File: src/rtl/pipe_stall_ctrl.sv
// Hazard/stall sequencer for the 5-stage pipeline: latch enables and bubble controls.
// Optional stall-cycle performance counter enabled by defining PIPE_STALL_CTRL_PERF_EN.
module pipe_stall_ctrl #(
  parameter int unsigned REG_W      = 5,
  parameter int unsigned MD_TIMEOUT = 40
) (
  input  logic             clk,
  input  logic             reset_n,
  input  logic [REG_W-1:0] d_rs1,
  input  logic [REG_W-1:0] d_rs2,
  input  logic             d_uses_rs1,
  input  logic             d_uses_rs2,
  input  logic             x_is_load,
  input  logic [REG_W-1:0] x_rd,
  input  logic             x_is_md,
  input  logic             x_branch_taken,
  input  logic             md_ready,
  output logic             pc_en,
  output logic             fd_en,
  output logic             dx_en,
  output logic             xm_en,
  output logic             mw_en,
  output logic             fd_bubble,
  output logic             dx_bubble,
  output logic             xm_bubble,
  output logic             md_start,
  output logic             md_timeout,
  output logic [31:0]      stall_cycles
);

  typedef enum logic [0:0] {StRun, StMdWait} state_e;

  state_e     state_q, state_d;
  logic [7:0] cnt_q, cnt_d;

  logic pc_en_c, fd_en_c, dx_en_c, xm_en_c, mw_en_c;
  logic fd_bubble_c, dx_bubble_c, xm_bubble_c, md_start_c, md_timeout_c;
  logic load_use;

  // A load to r0 never creates a hazard.
  assign load_use = x_is_load && (x_rd != '0) &&
                    ((d_uses_rs1 && (d_rs1 == x_rd)) || (d_uses_rs2 && (d_rs2 == x_rd)));

  always_comb begin
    state_d      = state_q;
    cnt_d        = cnt_q;
    pc_en_c      = 1'b1;
    fd_en_c      = 1'b1;
    dx_en_c      = 1'b1;
    xm_en_c      = 1'b1;
    mw_en_c      = 1'b1;
    fd_bubble_c  = 1'b0;
    dx_bubble_c  = 1'b0;
    xm_bubble_c  = 1'b0;
    md_start_c   = 1'b0;
    md_timeout_c = 1'b0;
    unique case (state_q)
      StRun: begin
        if (x_branch_taken) begin
          fd_bubble_c = 1'b1;
          dx_bubble_c = 1'b1;
        end else if (x_is_md) begin
          md_start_c  = 1'b1;
          pc_en_c     = 1'b0;
          fd_en_c     = 1'b0;
          dx_en_c     = 1'b0;
          xm_bubble_c = 1'b1;
          state_d     = StMdWait;
          cnt_d       = 8'd1;
        end else if (load_use) begin
          pc_en_c     = 1'b0;
          fd_en_c     = 1'b0;
          dx_bubble_c = 1'b1;
        end
      end
      StMdWait: begin
        if (md_ready) begin
          state_d = StRun;
          cnt_d   = 8'd0;
        end else if (cnt_q == 8'(MD_TIMEOUT)) begin
          md_timeout_c = 1'b1;
          state_d      = StRun;
          cnt_d        = 8'd0;
        end else begin
          pc_en_c     = 1'b0;
          fd_en_c     = 1'b0;
          dx_en_c     = 1'b0;
          xm_bubble_c = 1'b1;
          cnt_d       = cnt_q + 8'd1;
        end
      end
      default: begin
        state_d = StRun;
        cnt_d   = 8'd0;
      end
    endcase
  end

  always_ff @(posedge clk or negedge reset_n) begin
    if (!reset_n) begin
      state_q <= StRun;
      cnt_q   <= 8'd0;
    end else begin
      state_q <= state_d;
      cnt_q   <= cnt_d;
    end
  end

  // Outputs are forced low for as long as reset is asserted, not just at the edge.
  assign pc_en      = reset_n & pc_en_c;
  assign fd_en      = reset_n & fd_en_c;
  assign dx_en      = reset_n & dx_en_c;
  assign xm_en      = reset_n & xm_en_c;
  assign mw_en      = reset_n & mw_en_c;
  assign fd_bubble  = reset_n & fd_bubble_c;
  assign dx_bubble  = reset_n & dx_bubble_c;
  assign xm_bubble  = reset_n & xm_bubble_c;
  assign md_start   = reset_n & md_start_c;
  assign md_timeout = reset_n & md_timeout_c;

`ifdef PIPE_STALL_CTRL_PERF_EN
  logic [31:0] stall_cycles_q, stall_cycles_d;

  always_comb begin
    stall_cycles_d = stall_cycles_q;
    if (!pc_en && (stall_cycles_q != 32'hFFFF_FFFF)) begin
      stall_cycles_d = stall_cycles_q + 32'd1;
    end
  end

  always_ff @(posedge clk or negedge reset_n) begin
    if (!reset_n) begin
      stall_cycles_q <= 32'd0;
    end else begin
      stall_cycles_q <= stall_cycles_d;
    end
  end

  assign stall_cycles = stall_cycles_q;
`else
  assign stall_cycles = 32'h0;
`endif

endmodule

File: config.mk
export PLATFORM = sky130hd
export DESIGN_NAME = pipe_stall_ctrl
export DESIGN_NICKNAME = d
export VERILOG_FILES = /design/src/rtl/pipe_stall_ctrl.sv
export SDC_FILE = /design/constraint.sdc
export NUM_CORES = 1
export LEC_CHECK = 0
export CAP_MARGIN = 30
export CORE_MARGIN = 8
export CORE_UTILIZATION = 35
export CTS_CLUSTER_SIZE = 16
export DETAILED_ROUTE_END_ITERATION = 12
export MAX_ROUTING_LAYER = met4
export PLACE_DENSITY = 0.79
export REMOVE_ABC_BUFFERS = 1
export SKIP_CTS_REPAIR_TIMING = 1
export SYNTH_ARGS = -nofsm -noshare
export SYNTH_HDL_FRONTEND = slang
export SYNTH_SLANG_ARGS = --single-unit
File: constraint.sdc
create_clock -name clk -period 2.4 [get_ports clk]
set_clock_uncertainty 0.15 [all_clocks]
set_input_delay 0.24 -clock clk [delete_from_list [all_inputs] [get_ports clk]]
set_output_delay 0.24 -clock clk [all_outputs]
set_load 0.01 [all_outputs]
==> out/metrics.cfg <==
[placement]
port_buffers=32
dp_hpwl_um=2180
pre_cts_ws_ps=-190
gp_congestion=0.842

[drt]
postRouteAntennaNets=0
avgViaCountPerCell=4.54
avgRoutedWirePerCell_um=14.3
vias=862
drt_iter0_drc=17
drtPass1Iterations=4
wl_um=2710
drc=0

[cells_and_area]
final.fill_count=249
num_antenna_cells=0
nNetsFinal=185
areaGrowthSynthToFinish_pct=40.8
drive_above_1_share_pct=20.1

[worst_hold_path]
hold_path.class=in2async

[power]
vdd_drop_max_mv=0.204
power_leakage_uw=0.000660
power_density_nw_per_um2=400

[floorplan]
core_sq_um=2660
initial_core_util_pct=35.8
die_w_um=68.2
die_h_um=68.2
dieArea_sq_um=4650
row_count=19
ios=65

[global_routing]
grt_max_degree=14
grt_usage_pct=11.2
grt_pass1_wl_um=3950
globalRouteOverflowTotal=0
antenna_found_initial=0
grt_pass1_vias=882

[yosys]
synth.avg_cell_area_sq_um=8.51
ys_warn_count=0
ys_seq_elements=9
yosysSeqAreaShare_pct=23.6
netlist_area_sq_um=953
syn_inst=112
synthDistinctLibCells=30

[clocking]
cts_sinks=9
cts-root-buf=clkbuf_4
cts_tree=done
clkLatencyLatePin_ps=270
clk_pin_slew_ps=60
htree_levels=1
clockBufferDepth=2
cts_buffers=3

[sta]
rsz0062_at_grt=yes
fin_crit_ps=2490
setup_ws_ps=-92.4
final_max_slew_viol_count=0
max_freq_mhz=401
tns_ps=-183
hold_viol_final=0
setup_violations=2
fin_crit_sh_pct=104

[status]
violations=negative setup slack
outcome=finished with violations

[critical_path]
required_ps=2010
cpPeakStageDelay_ps=460
path_max_fanout=2
critPathSlowestCell=o41ai_2
worstSetupStartpointType=flip-flop
crit_type=reg2out
crit_arrival_ps=2100
worst-r2r-cell-count=8
path_cells=inv_2 -> ha_4 -> nand4bb_1 -> o41ai_2 -> nand3_1 -> buf_4 -> a31oi_4 -> buf_2
endpoint_kind=output pin

[job]
max_cap_viol_count=0

Yosys cell counts:
| master | n | area (sq um) |
|---|---|---|
| nor4_1 | 1 | 6.26 |
| xnor2_1 | 11 | 96.3 |
| o41ai_2 | 1 | 16.3 |
| o22ai_1 | 2 | 12.5 |
| conb_1 | 1 | 3.75 |
| xor2_1 | 5 | 43.8 |
| o21a_1 | 2 | 15.0 |
| o21ai_0 | 1 | 5.00 |
| and3b_1 | 1 | 8.76 |
| and4_1 | 1 | 8.76 |
| dfrtp_1 | 9 | 225 |
| nand4_1 | 2 | 12.5 |
| or4_1 | 1 | 7.51 |
| o32ai_1 | 1 | 8.76 |
| inv_1 | 5 | 18.8 |
| nor4bb_1 | 1 | 10.0 |
| ha_1 | 2 | 25.0 |
| a21o_1 | 1 | 7.51 |
| nor2_1 | 8 | 30.0 |
| a31oi_1 | 1 | 6.26 |
| and2_1 | 2 | 12.5 |
| nor2b_1 | 2 | 12.5 |
| nand3_1 | 1 | 5.00 |
| clkbuf_1 | 2 | 7.51 |
| nand4bb_1 | 1 | 11.3 |
| nand2_1 | 4 | 15.0 |
| o211ai_1 | 3 | 22.5 |
| and3_1 | 3 | 18.8 |
| o2111ai_1 | 2 | 17.5 |
| buf_4 | 35 | 263 |
cells in the final DEF, fill, tap and decap left out, drive strengths merged, types with 3 or more instances in the layout:
cell type and count:
and3 3, buf 21, clkbuf 4, clkdlybuf4s50 26
conb 32, dfrtp 9, inv 5, nand2 4
nor2 8, o211ai 3, xnor2 11, xor2 5
cells by family (layout without fill, tap and decap cells):
kind of cell / after synthesis / in the layout / share of synthesized area (%)
other: 1 / 32 / 0.393
AND/OR/NAND/NOR: 28 / 28 / 16.7
flip-flops: 9 / 9 / 23.6
adder cells (fa/ha/maj): 2 / 2 / 2.62
XOR/XNOR: 16 / 16 / 14.7
buffers and inverters: 42 / 58 / 30.3
AO/OA/AOI/OAI: 14 / 14 / 11.7
report_power, final:
| part | switching [uW] | internal [uW] |
|---|---|---|
| clock | 58.3 | 64.4 |
| combinational | 118 | 124 |
| sequential | 10.1 | 163 |
| total | 186 | 351 |
per-layer routing:
layer	track usage (%)	wire length, um	up-vias
met3	1.96	162	7
li1	-	-	407
met2	19.6	1450	43
met5	-	0	-
met4	3.84	46	0
met1	12.6	1050	405
registers in the layout, indices dropped and copies added (netlist names):
signal and flops:
state_q 1, cnt_q 8
final timing paths:
path / from / to / slack [ps]
max in group asynchronous: reset_n / cnt_q[5] / 1680
max: cnt_q[0] / fd_en / -90
min in group clk: cnt_q[7] / cnt_q[7] / 410
max reg2reg: cnt_q[0] / cnt_q[6] / 280
min: reset_n / cnt_q[6] / 270
min reg2reg: cnt_q[7] / cnt_q[7] / 410
critical path, delay by kind of cell, from the launching register on:
kind                       cells  cell delay, ps
buffers and inverters          3             400
DFF                            1             390
adders and majority gates      1             120
and+or+nand+nor                2             310
AOI/OAI and AO/OA              2             610
final cells by class:
class,instances,area [sq um],area share [%]
clock buffers,4,26.3,1.96
multi-input cells,92,588,43.8
well taps,31,38.8,2.89
repair buffers,49,445,33.2
inverters,5,18.8,1.40
flip-flops and latches,9,225,16.8
through the flow:
step                      util, %  hold slack [ps]  total power (uW)  instance area [sq um]  cells
after floorplan                 -             -206               270                    800    106
after global placement       46.6              380               374                   1240    180
after detailed placement     46.6              406               383                   1240    180
after CTS                    47.6              270               503                   1270    184
after global routing         50.4              302               571                   1340    190
final                        50.4              267               537                   1340    190
(Power assumes the default switching activity.)
